===== src/rtl/mips_controller.sv =====
// Main control FSM for the multicycle 32-bit MIPS core.
// Sequences fetch, decode, execute, memory and writeback. Every datapath
// select and enable is decoded from the current state. The one exception is
// pc_write_en in BRANCH, which follows the ALU's branch_taken flag.
//
// Handshake: none. The controller free-runs one state per clock and assumes
// the datapath and memory finish each step in one cycle. Memory reads are
// synchronous: the address is presented in one cycle and the data is taken
// in the next.
//
// Load timing: the load spends one cycle presenting the address (MEM_RD).
// The writeback cycle (MEM_WB) keeps i_or_d=1 so that the address stays
// stable while the returned data is written. This gives lw its six-cycle
// cost and keeps the state set at exactly sixteen 4-bit encodings.
//
// Debug visibility: the current state is held in the enum signal `state`.
module mips_controller #(
    parameter int unsigned      OPC_W    = 6,
    parameter logic [OPC_W-1:0] HALT_OPC = 6'h3F
) (
    input  logic             clk,
    input  logic             rst,
    input  logic [OPC_W-1:0] opcode,
    input  logic [OPC_W-1:0] funct,
    input  logic             branch_taken,
    output logic             pc_write_en,
    output logic             i_or_d,
    output logic             mem_write,
    output logic             mem_to_reg,
    output logic             ir_write,
    output logic             reg_dst,
    output logic             reg_write,
    output logic             alu_src_a,
    output logic [1:0]       alu_src_b,
    output logic [1:0]       pc_source,
    output logic             alu_op,
    output logic             jump_and_link,
    output logic             is_signed,
    output logic             halted
);

    // Opcode and funct values the dispatcher recognises.
    localparam logic [OPC_W-1:0] OP_RTYPE = OPC_W'('h00);
    localparam logic [OPC_W-1:0] OP_J     = OPC_W'('h02);
    localparam logic [OPC_W-1:0] OP_JAL   = OPC_W'('h03);
    localparam logic [OPC_W-1:0] OP_BEQ   = OPC_W'('h04);
    localparam logic [OPC_W-1:0] OP_BNE   = OPC_W'('h05);
    localparam logic [OPC_W-1:0] OP_ADDIU = OPC_W'('h09);
    localparam logic [OPC_W-1:0] OP_ANDI  = OPC_W'('h0C);
    localparam logic [OPC_W-1:0] OP_ORI   = OPC_W'('h0D);
    localparam logic [OPC_W-1:0] OP_XORI  = OPC_W'('h0E);
    localparam logic [OPC_W-1:0] OP_LW    = OPC_W'('h23);
    localparam logic [OPC_W-1:0] OP_SW    = OPC_W'('h2B);
    localparam logic [OPC_W-1:0] FN_JR    = OPC_W'('h08);

    // ALU B operand selects.
    localparam logic [1:0] SRCB_REG   = 2'b00;
    localparam logic [1:0] SRCB_FOUR  = 2'b01;
    localparam logic [1:0] SRCB_IMM   = 2'b10;
    localparam logic [1:0] SRCB_IMMSH = 2'b11;

    // Next-PC selects.
    localparam logic [1:0] PCSRC_ALU    = 2'b00;
    localparam logic [1:0] PCSRC_ALUOUT = 2'b01;
    localparam logic [1:0] PCSRC_JUMP   = 2'b10;

    typedef enum logic [3:0] {
        S_FETCH      = 4'd0,
        S_FETCH_WAIT = 4'd1,
        S_DECODE     = 4'd2,
        S_R_EXEC     = 4'd3,
        S_R_WB       = 4'd4,
        S_I_EXEC     = 4'd5,
        S_I_WB       = 4'd6,
        S_MEM_ADDR   = 4'd7,
        S_MEM_RD     = 4'd8,
        S_MEM_WB     = 4'd9,
        S_MEM_WR     = 4'd10,
        S_BRANCH     = 4'd11,
        S_JUMP       = 4'd12,
        S_JAL        = 4'd13,
        S_JR         = 4'd14,
        S_HALT       = 4'd15
    } state_t;

    state_t state;

    // The immediate class is captured in DECODE so that later changes to the
    // opcode field cannot alter the extension mode used in I_EXEC.
    logic imm_zero_ext;

    // Decode-time classification of the opcode field.
    logic is_logical_imm;
    logic is_arith_imm;
    assign is_logical_imm = (opcode == OP_ANDI) || (opcode == OP_ORI) || (opcode == OP_XORI);
    assign is_arith_imm   = (opcode >= OP_ADDIU) && (opcode < OP_ANDI);

    // State register and next-state logic; reset overrides every transition.
    always_ff @(posedge clk) begin
        if (!rst) begin
            state        <= S_FETCH;
            imm_zero_ext <= 1'b0;
        end else begin
            case (state)
                S_FETCH:      state <= S_FETCH_WAIT;
                S_FETCH_WAIT: state <= S_DECODE;
                S_DECODE: begin
                    imm_zero_ext <= is_logical_imm;
                    if (opcode == HALT_OPC) begin
                        state <= S_HALT;
                    end else if (opcode == OP_RTYPE) begin
                        state <= (funct == FN_JR) ? S_JR : S_R_EXEC;
                    end else if ((opcode == OP_LW) || (opcode == OP_SW)) begin
                        state <= S_MEM_ADDR;
                    end else if ((opcode == OP_BEQ) || (opcode == OP_BNE)) begin
                        state <= S_BRANCH;
                    end else if (opcode == OP_J) begin
                        state <= S_JUMP;
                    end else if (opcode == OP_JAL) begin
                        state <= S_JAL;
                    end else if (is_arith_imm || is_logical_imm) begin
                        state <= S_I_EXEC;
                    end else begin
                        // Unknown opcodes retire as a NOP.
                        state <= S_FETCH;
                    end
                end
                S_R_EXEC:   state <= S_R_WB;
                S_R_WB:     state <= S_FETCH;
                S_I_EXEC:   state <= S_I_WB;
                S_I_WB:     state <= S_FETCH;
                S_MEM_ADDR: begin
                    if (opcode == OP_LW) begin
                        state <= S_MEM_RD;
                    end else if (opcode == OP_SW) begin
                        state <= S_MEM_WR;
                    end else begin
                        state <= S_FETCH;
                    end
                end
                S_MEM_RD:   state <= S_MEM_WB;
                S_MEM_WB:   state <= S_FETCH;
                S_MEM_WR:   state <= S_FETCH;
                S_BRANCH:   state <= S_FETCH;
                S_JUMP:     state <= S_FETCH;
                S_JAL:      state <= S_FETCH;
                S_JR:       state <= S_FETCH;
                S_HALT:     state <= S_HALT;
                default:    state <= S_FETCH;
            endcase
        end
    end

    // Moore output decode, forced to all-zero while reset is held low.
    always_comb begin
        pc_write_en   = 1'b0;
        i_or_d        = 1'b0;
        mem_write     = 1'b0;
        mem_to_reg    = 1'b0;
        ir_write      = 1'b0;
        reg_dst       = 1'b0;
        reg_write     = 1'b0;
        alu_src_a     = 1'b0;
        alu_src_b     = SRCB_REG;
        pc_source     = PCSRC_ALU;
        alu_op        = 1'b0;
        jump_and_link = 1'b0;
        is_signed     = 1'b0;
        halted        = 1'b0;
        if (rst) begin
            case (state)
                S_FETCH: begin
                    // PC <- PC + 4 while the instruction memory read starts.
                    alu_src_b   = SRCB_FOUR;
                    pc_source   = PCSRC_ALU;
                    pc_write_en = 1'b1;
                end
                S_FETCH_WAIT: begin
                    ir_write = 1'b1;
                end
                S_DECODE: begin
                    // Precompute the branch target into ALU_OUT.
                    alu_src_b = SRCB_IMMSH;
                    is_signed = 1'b1;
                end
                S_R_EXEC: begin
                    alu_src_a = 1'b1;
                    alu_src_b = SRCB_REG;
                    alu_op    = 1'b1;
                end
                S_R_WB: begin
                    reg_dst   = 1'b1;
                    reg_write = 1'b1;
                end
                S_I_EXEC: begin
                    alu_src_a = 1'b1;
                    alu_src_b = SRCB_IMM;
                    alu_op    = 1'b1;
                    is_signed = ~imm_zero_ext;
                end
                S_I_WB: begin
                    reg_write = 1'b1;
                end
                S_MEM_ADDR: begin
                    alu_src_a = 1'b1;
                    alu_src_b = SRCB_IMM;
                    is_signed = 1'b1;
                end
                S_MEM_RD: begin
                    i_or_d = 1'b1;
                end
                S_MEM_WB: begin
                    i_or_d     = 1'b1;
                    mem_to_reg = 1'b1;
                    reg_write  = 1'b1;
                end
                S_MEM_WR: begin
                    i_or_d    = 1'b1;
                    mem_write = 1'b1;
                end
                S_BRANCH: begin
                    alu_src_a   = 1'b1;
                    alu_src_b   = SRCB_REG;
                    alu_op      = 1'b1;
                    pc_source   = PCSRC_ALUOUT;
                    pc_write_en = branch_taken;
                end
                S_JUMP: begin
                    pc_source   = PCSRC_JUMP;
                    pc_write_en = 1'b1;
                end
                S_JAL: begin
                    pc_source     = PCSRC_JUMP;
                    pc_write_en   = 1'b1;
                    jump_and_link = 1'b1;
                    reg_write     = 1'b1;
                end
                S_JR: begin
                    alu_src_a   = 1'b1;
                    alu_src_b   = SRCB_REG;
                    alu_op      = 1'b1;
                    pc_source   = PCSRC_ALU;
                    pc_write_en = 1'b1;
                end
                S_HALT: begin
                    halted = 1'b1;
                end
                default: begin
                end
            endcase
        end
    end

endmodule

===== config.mk =====
export PLATFORM = sky130hd
export DESIGN_NAME = mips_controller
export DESIGN_NICKNAME = d
export VERILOG_FILES = /design/src/rtl/mips_controller.sv
export SDC_FILE = /design/constraint.sdc
export NUM_CORES = 1
export LEC_CHECK = 0
export ABC_AREA = 1
export CAP_MARGIN = 20
export CORE_MARGIN = 2
export CORE_UTILIZATION = 39
export DETAILED_ROUTE_END_ITERATION = 7
export HOLD_SLACK_MARGIN = 0.06
export PLACE_DENSITY = 0.89
export SYNTH_ARGS = -nofsm -noshare
export SYNTH_HDL_FRONTEND = slang
export SYNTH_SLANG_ARGS = --single-unit

===== constraint.sdc =====
create_clock -name clk -period 1.67 [get_ports clk]
set_clock_uncertainty 0.2 [all_clocks]
set_input_delay 0.4175 -clock clk [delete_from_list [all_inputs] [get_ports clk]]
set_output_delay 0.4175 -clock clk [all_outputs]
set_load 0.005 [all_outputs]

==> results.md, run 1 <==
* Sequential area share after synthesis at 16.2%
* Pre-CTS setup slack at -793 ps
* Netlist cell types at 19
* Gp weighted congestion at 0.863
* DP Wirelength at 1810 um
* Avg Cell Area, Syn at 5.23 sq um
* I/O Buffers at 30
* Inst Count DP at 188
* CTS root buffer: clkbuf_4
* Clock Sinks at 5
* Starting Density at 41.4%
* FF+latch count, synth at 5
* CTS buffer count at 3
* Stop err: [ERROR DPL-0038] Utilization greater than 100%, impossible to legalize
* Ys Warns at 0
* Hold_buf cts at 0
* GRT repair_timing worst endpoint: is_signed
* Syn Nets at 133
* Mapped Cells at 118
* Largest net degree at the start of global routing at 11
* Placed Area at 1120 sq um
* Die Span Y at 43.8 um
* Status: did not finish
* Halt Stage: global routing (5_1_grt)
* CTS Buffer Depth at 2
* Worst endpoint pin kind: top-level output
* Row count at 14
* I/O pin cnt at 31
* Synthesized area at 617 sq um
* DIE WIDTH at 43.8 um
* CTS H-tree lvls at 1
synth_stat cells:
cell type  count  area share (%)
nand2_2        3             3.0
inv_2          2             1.2
nor3_1         6             4.9
clkbuf_1       1            0.61
nor2_1        27              16
nand2_1       23              14
nand4_1        2             2.0
nor2_4         2             3.7
inv_1         18              11
a221oi_1       1             1.4
nand3_1       10             8.1
buf_6          1             1.8
a31oi_1        1             1.0
o21ai_0        5             4.1
dfxtp_1        5              16
nor2_2         2             2.0
nand3_2        1             1.6
a211oi_1       1             1.2
a21oi_1        7             5.7
kinds of logic after synthesis:
group                  share of synthesized area [%]
DFF                                             16.2
AOI/OAI and AO/OA                               13.4
and+or+nand+nor                                 55.8
buffers and inverters                           14.6
stage by stage:
step | hold slack (ps) | util [%]
CTS | 372 | 90.3
floorplan | 301 | -
detailed placement | 356 | 75.0
global placement | 330 | 75.0
repair_timing:
action / in CTS
buffers inserted: 17
pin swaps: 21
endpoints found under the setup margin: 18
gates resized for setup: 114
==> run 2, diff against run 1 <==
Settings changed: CORE_AREA set to 2 2 63 65, CORE_MARGIN 2 to not set, CORE_UTILIZATION 39 to not set, DIE_AREA set to 0 0 65 67, HOLD_SLACK_MARGIN 0.06 to not set, PLACE_DENSITY 0.89 to not set, PLACE_DENSITY_LB_ADDON set to 0.15.
==> results.md, run 2 <==
* Kind of critical path: flop to output port
* CTS root buffer: clkbuf_8 (was clkbuf_4)
* Clk Latency, worst-skew pair at 220 ps
* Power per cell area at 452 nW/um^2
* Asr flop ratio synth at 0% (unchanged)
* Main synth FF type: dfxtp_1 (unchanged)
* Row count at 22 (was 14)
* Worst-Margin Slew at 237 ps
* CP Buf/Inv Count at 3
* Met2 usage at 23.2%
* Final antenna diode count at 0
* Pre-antenna DRT Iters at 3
* CTS tree: yes
* Routed vias/inst at 4.17
* Max rail drop VDD at 0.140 mV
* CTS H-tree lvls at 1 (unchanged)
* Crit path DAT at 1320 ps
* Setup_tns at -2830 ps
* DIE WIDTH at 65 um (was 43.8 um)
* Pre-CTS setup slack at -834 ps (was -793 ps)
* Synthesis-to-layout area growth at 134%
* Sequential area share after synthesis at 16.2% (unchanged)
* Met3 usage at 1.01%
* Final hold violations at 0
* Yosys top cell by area: nor2_1 (unchanged)
* Reg with most FFs: state
* EDFF count, synth at 0 (unchanged)
* Max-Cap Viols at 0
* Synth area leaders: nor2_1 (16%), dfxtp_1 (16%), nand2_1 (14%) (unchanged)
* Hold Crit Class: flop to flop
* Die Span Y at 67 um (was 43.8 um)
* Syn Nets at 133 (unchanged)
* Relative slew margins at 84.2%
* GRT Util Overall at 11.2%
* Die ar. at 4360 sq um
* Static Leak at 0.754 nW
* Total power at 0.654 mW
* Setup repair after global routing missed its margin: true
* CP max stage delay at 360 ps
* Worst-path clk slew at 30 ps
* Mapped Cells at 118 (unchanged)
* Worst Setup Start Kind: flop
* ANT nets after route at 0
* DP Wirelength at 1870 um (was 1810 um)
* Vias in the first global route at 928
* Largest regs: state x4, imm_zero_ext x1
* Critical path's top delay family: flip-flops
* Clock Sinks at 5 (unchanged)
* I/O pin cnt at 31 (unchanged)
* Gp weighted congestion at 0.744 (was 0.863)
* Ys Warns at 0 (unchanged)
* Initial DRC count at 14
* First-pass GRT wire length at 3750 um
* Nets at 204
* CTS Buffer Depth at 2 (unchanged)
* Drt drc at 0
* WP data required at 1050 ps
* Largest net degree at the start of global routing at 10
* Initial antenna violation count at 0
* Worst path cell trace: nor2_4 -> buf_6 -> nand2_4 -> inv_2 -> nor2_2 -> nand2_1 -> nand2_1 -> a21oi_1 -> buf_2
* I/O Buffers at 30 (unchanged)
* CP Capture Type: output port
* Setup-failing EPs final at 16
* Total gr overflow at 0
* Top cells by count, synth: nor2_1 (27), nand2_1 (23), inv_1 (18) (unchanged)
* Failing checks: negative setup slack
* Avg Cell Area, Syn at 5.23 sq um (unchanged)
* Synthesized area at 617 sq um (unchanged)
* Max reg flops at 4
* Post-synth top area share at 16.4% (unchanged)
* Fmax at 516 MHz
* FF+latch count, synth at 5 (unchanged)
* Avg WL per Cell at 10.5 um
* Most common cell after layout, fill and taps aside: buf_4
* FF-to-FF setup slack at 100 ps
* Starting Density at 17.1% (was 41.4%)
* Critical path fanouts, max at 3
* M1 GR Usage at 10.7%
* Tmin final at 1940 ps
* Most frequent cells in the layout: buf_4 (28), nand2_1 (19), buf_2 (15)
* Vias at 985
* Share of cells above drive strength 1 at 56.9%
* Drt total wl at 2480 um
* FILL cells at 411
* Status: complete, but fails checks (was did not finish)
* Max Transition Viols Final at 0
* Fin crit share at 116%
* Core Region at 3610 sq um
* Most Frequent Cell on Critical Path: nand2_1
* Netlist cell types at 19 (unchanged)
* Leading cell type by number of instances after synthesis: nor2_1 (unchanged)
* CTS buffer count at 3 (unchanged)
* GRT Max-Usage Layer: met2
* Final WS setup at -268 ps
* Critical Path Slowest Stage Cell: dfxtp_4
## run 2: cell counts after synthesis
No cell type changed its count.
## run 2: what timing repair did
| item | CTS | global route |
|---|---|---|
| setup endpoints to repair | 20 | 20 |
| hold buffers | 0 | 0 |
| buffers inserted | 8 | 3 |
| pin swaps | 12 | 16 |
| gates resized for setup | 112 | 29 |
## run 2: through the flow
stage	std cells	utilization (%)	hold slack, ps	instance area, sq um
floorplan	118	-	301	617
global placement	221	32.3	327	1160
detailed placement	221	32.3	333	1160
CTS	233	37.5	351	1350
global route	236	40.1	389	1450
finish	236	40.1	351	1450
## run 2: cell families after synthesis
logic type	share of synthesized area, %
AND/OR/NAND/NOR	55.8
flip-flops	16.2
AO/OA/AOI/OAI	13.4
buffers and inverters	14.6
## run 2: layer usage
metal,vias to the layer above,wire (um)
li1,519,-
met1,439,1010
met2,23,1350
met3,4,79
met4,0,41
met5,-,0
## run 2: final cells by class
class	instances	area, sq um	share of cell area [%]
sequential	5	115	7.96
clock buffer	4	45.0	3.11
inverter	20	80.1	5.54
multi-input combinational	91	598	41.3
tap	48	60.1	4.15
timing repair buffer	68	548	37.9
## run 2: where the power goes
group          total [mW]  internal (mW)  switching [mW]
clock network       0.219          0.163          0.0551
registers           0.147          0.128          0.0184
logic               0.289          0.154           0.135
total               0.654          0.446           0.208
## run 2: worst register-to-register path: stages (launching register included)
cell and delay [ps]:
dfxtp_4 390, nand2_2 90, buf_6 140, nor2_4 110, inv_2 60, buf_4 120
buf_4 120, nand2_1 70, nor2_1 50, a21oi_1 140
## run 2: path summary, 6_finish.rpt
path	depth (start not counted)	from	end
max	9	state[3]	is_signed
min	2	imm_zero_ext	imm_zero_ext
max reg2reg	9	state[0]	state[0]
min reg2reg	2	imm_zero_ext	imm_zero_ext
No activity file was read; power rests on OpenSTA's default activity.
==> run 3, diff against run 2 <==
Settings changed: ABC_AREA 1 to not set.
==> results.md, run 3 <==
* Post-Synth Adder-Cell Area at 0% (unchanged)
* Final cell utilization of the core at 51.9% (was 40.1%)
* Routed vias/inst at 4.80 (was 4.17)
* CP Capture Type: output port (unchanged)
* Clk pwr share at 24.1% (was 33.4%)
* Failing checks: negative setup slack (unchanged)
* First-pass GRT wire length at 5330 um (was 3750 um)
* Worst-path clk slew at 30 ps (about the same)
* WHS Endpoint: imm_zero_ext (unchanged)
* Switching power at 0.308 mW (was 0.208 mW)
* Worst Setup Start Kind: flop (unchanged)
* DIE WIDTH at 65 um (unchanged)
* Synthesized area at 743 sq um (was 617 sq um)
* DP Wirelength at 2170 um (was 1870 um)
* FILL cells at 354 (was 411)
* Most frequent cells in the layout: buf_6 (32), buf_4 (31), buf_2 (17) (was buf_4 (28), nand2_1 (19), buf_2 (15))
* Relative slew margins at 81.2% (was 84.2%)
* Reg with most FFs: state (unchanged)
* Status: complete, but fails checks (unchanged)
* CTS H-tree lvls at 1 (unchanged)
* Worst-Margin Slew at 282 ps (was 237 ps)
* Yosys top cell by area: dfxtp_1 (was nor2_1)
* Post-synth top area share at 13.5% (was 16.4%)
* Drt total wl at 3200 um (was 2480 um)
* GRT Util Overall at 15.5% (was 11.2%)
* Most Frequent Cell on Critical Path: buf_6 (was nand2_1)
* Hold Crit Class: flop to flop (unchanged)
* Avg WL per Cell at 13.5 um (was 10.5 um)
* Crit path DAT at 1270 ps (was 1320 ps)
* Sequential power share at 16.7% (was 22.4%)
* Synthesis-to-layout area growth at 152% (was 134%)
* Share of total power in combinational logic at 59.2% (was 44.2%)
* Sequential area share after synthesis at 13.5% (was 16.2%)
* Asr flop ratio synth at 0% (unchanged)
* Worst path cell trace: buf_6 -> nand3b_1 -> buf_6 -> a21oi_2 -> buf_2 (was nor2_4 -> buf_6 -> nand2_4 -> inv_2 -> nor2_2 -> nand2_1 -> nand2_1 -> a21oi_1 -> buf_2)
* Avg Cell Area, Syn at 7.08 sq um (was 5.23 sq um)
* Critical path fanouts, max at 6 (was 3)
* Starting Density at 20.6% (was 17.1%)
* Top cells by count, synth: nor2_1 (13), a21oi_1 (9), nand2_1 (9) (was nor2_1 (27), nand2_1 (23), inv_1 (18))
* Clk Latency, worst-skew pair at 220 ps (about the same)
* Row count at 22 (unchanged)
* Critical Path Slowest Stage Cell: dfxtp_4 (unchanged)
* Final WS setup at -218 ps (was -268 ps)
* Hold_buf cts at 0 (unchanged)
* ANT nets after route at 0 (unchanged)
* CTS tree: yes (unchanged)
* Largest family of logic cells by synthesized area: simple AND/OR/NAND/NOR gates (unchanged)
* Pre-antenna DRT Iters at 4 (was 3)
* R2R depth at 6 (was 9)
* Tmin final at 1890 ps (was 1940 ps)
* Static Leak at 0.750 nW (was 0.754 nW)
* Ys Warns at 0 (unchanged)
* Nets at 206 (was 204)
* Max reg flops at 4 (unchanged)
* Vias at 1143 (was 985)
* Share of cells above drive strength 1 at 72.1% (was 56.9%)
* Placed Area at 1340 sq um (was 1160 sq um)
* Pre-CTS setup slack at -796 ps (was -834 ps)
* Main synth FF type: dfxtp_1 (unchanged)
* Die ar. at 4360 sq um (unchanged)
* Max rail drop VDD at 0.252 mV (was 0.140 mV)
* FF-to-FF Start: state[2] (was state[0])
* Kind of critical path: flop to output port (unchanged)
* Max Transition Viols Final at 0 (unchanged)
* Final antenna diode count at 0 (unchanged)
* Reg-to-reg endpoint: state[1] (was state[0])
* Fin area at 1870 sq um (was 1450 sq um)
* Xor and xnor area share after synthesis at 1.18% (was 0%)
* EDFF count, synth at 0 (unchanged)
* Min-delay src: imm_zero_ext (unchanged)
* Setup repair after global routing missed its margin: true (unchanged)
* Sw Share at 33.7% (was 31.8%)
* Syn Nets at 120 (was 133)
* Post-synthesis simple-gate area fraction at 44.4% (was 55.8%)
* WP data required at 1050 ps (about the same)
* Clock Sinks at 5 (unchanged)
* CTS Buffer Depth at 2 (unchanged)
* Total gr overflow at 0 (unchanged)
* CTS root buffer: clkbuf_8 (unchanged)
* Int Power at 0.605 mW (was 0.446 mW)
* FF-to-FF setup slack at -70 ps (was 100 ps)
* Die Span Y at 67 um (unchanged)
* Gp weighted congestion at 0.785 (was 0.744)
* Hold Path Cell Cnt at 3 (was 2)
* Final hold violations at 0 (unchanged)
* Fmax at 530 MHz (was 516 MHz)
* Max-Cap Viols at 0 (unchanged)
* Fin crit share at 113% (was 116%)
* Drt drc at 0 (unchanged)
* Multiplexer share of the synthesized area at 0% (unchanged)
* Vias in the first global route at 1184 (was 928)
* Mapped Cells at 105 (was 118)
* Hold WS at 390 ps (was 351 ps)
* Setup-failing EPs final at 18 (was 16)
* Synth area leaders: dfxtp_1 (13%), nor2_1 (6.6%), a21oi_1 (6.1%) (was nor2_1 (16%), dfxtp_1 (16%), nand2_1 (14%))
* I/O Buffers at 30 (unchanged)
* CTS buffer count at 3 (unchanged)
* Netlist cell types at 46 (was 19)
* CP max stage delay at 360 ps (about the same)
* Most common cell after layout, fill and taps aside: buf_6 (was buf_4)
* Power per cell area at 488 nW/um^2 (was 452 nW/um^2)
* Largest regs: state x4, imm_zero_ext x1 (unchanged)
* Initial antenna violation count at 0 (unchanged)
* Compound-Gate Fraction of Synth Area at 29.3% (was 13.4%)
* Core Region at 3610 sq um (unchanged)
* I/O pin cnt at 31 (unchanged)
* Leading cell type by number of instances after synthesis: nor2_1 (unchanged)
* Initial DRC count at 24 (was 14)
* Largest net degree at the start of global routing at 11 (was 10)
* FF+latch count, synth at 5 (unchanged)
run 3: worst max-delay path by stage:
stage / start / end / slack [ps] / cells past startpoint
6_report: state[2] / i_or_d / -220 / 5
5_1_grt: state[2] / pc_write_en / -280 / 5
4_1_cts: opcode[4] / state[1] / -290 / 5
3_5_place_dp: branch_taken / pc_write_en / -800 / 6
3_3_place_gp: rst / i_or_d / -790 / 5
2_1_floorplan: opcode[3] / state[1] / -210 / 4
run 3: final cells by class:
type                            instances  area, sq um  share of cell area (%)
Multi-Input combinational cell         90          866                    46.3
Timing Repair Buffer                   89          774                    41.4
Sequential cell                         5          115                    6.15
Tap cell                               48         60.1                    3.21
Clock buffer                            4         45.0                    2.41
Inverter                                2         11.3                   0.602
run 3: per-stage QoR:
stage	total power, mW	setup TNS [ps]	cells
detailed placement	0.497	-14720	215
CTS	0.819	-2740	235
finish	0.913	-2630	238
global route	0.964	-3500	238
floorplan	0.299	-213	105
global placement	0.497	-14480	215
run 3: power by group through the flow:
stage	clock [mW]	sequential, mW	combinational [mW]
6_report	0.220	0.153	0.540
2_1_floorplan	0	0.137	0.162
3_5_place_dp	0	0.151	0.346
3_3_place_gp	0	0.152	0.345
4_1_cts	0.223	0.151	0.445
5_1_grt	0.231	0.155	0.578
run 3: logic make-up (layout without fill, tap and decap cells):
group	after synthesis	in the layout
and+or+nand+nor	58	58
DFF	5	5
AOI/OAI and AO/OA	31	31
xor gates and xnor gates	1	1
buffers and inverters	10	95
run 3: repair_timing:
| item | 4_1_cts | 5_1_grt |
|---|---|---|
| pin swaps | 32 | 15 |
| endpoints found under the setup margin | 21 | 21 |
| gates cloned | 0 | 0 |
| buffers inserted | 19 | 3 |
| gates resized for setup | 185 | 29 |
run 3: metal layers:
layer  up-vias  track usage (%)  share of wire (%)  routed length [um]
li1        565                -                  -                   -
met1       543             16.8                 39                1260
met2        33             31.7                 56                1790
met3         2             2.03                4.0                 127
met4         0             3.19               0.87                  28
met5         -                0                  0                   0
run 3: worst max-delay path: cells and delay by family, from the launching register on:
family          cells  cell delay (ps)
flops               1              360
compound gates      1               90
buf+inv             3              410
simple gates        1              190
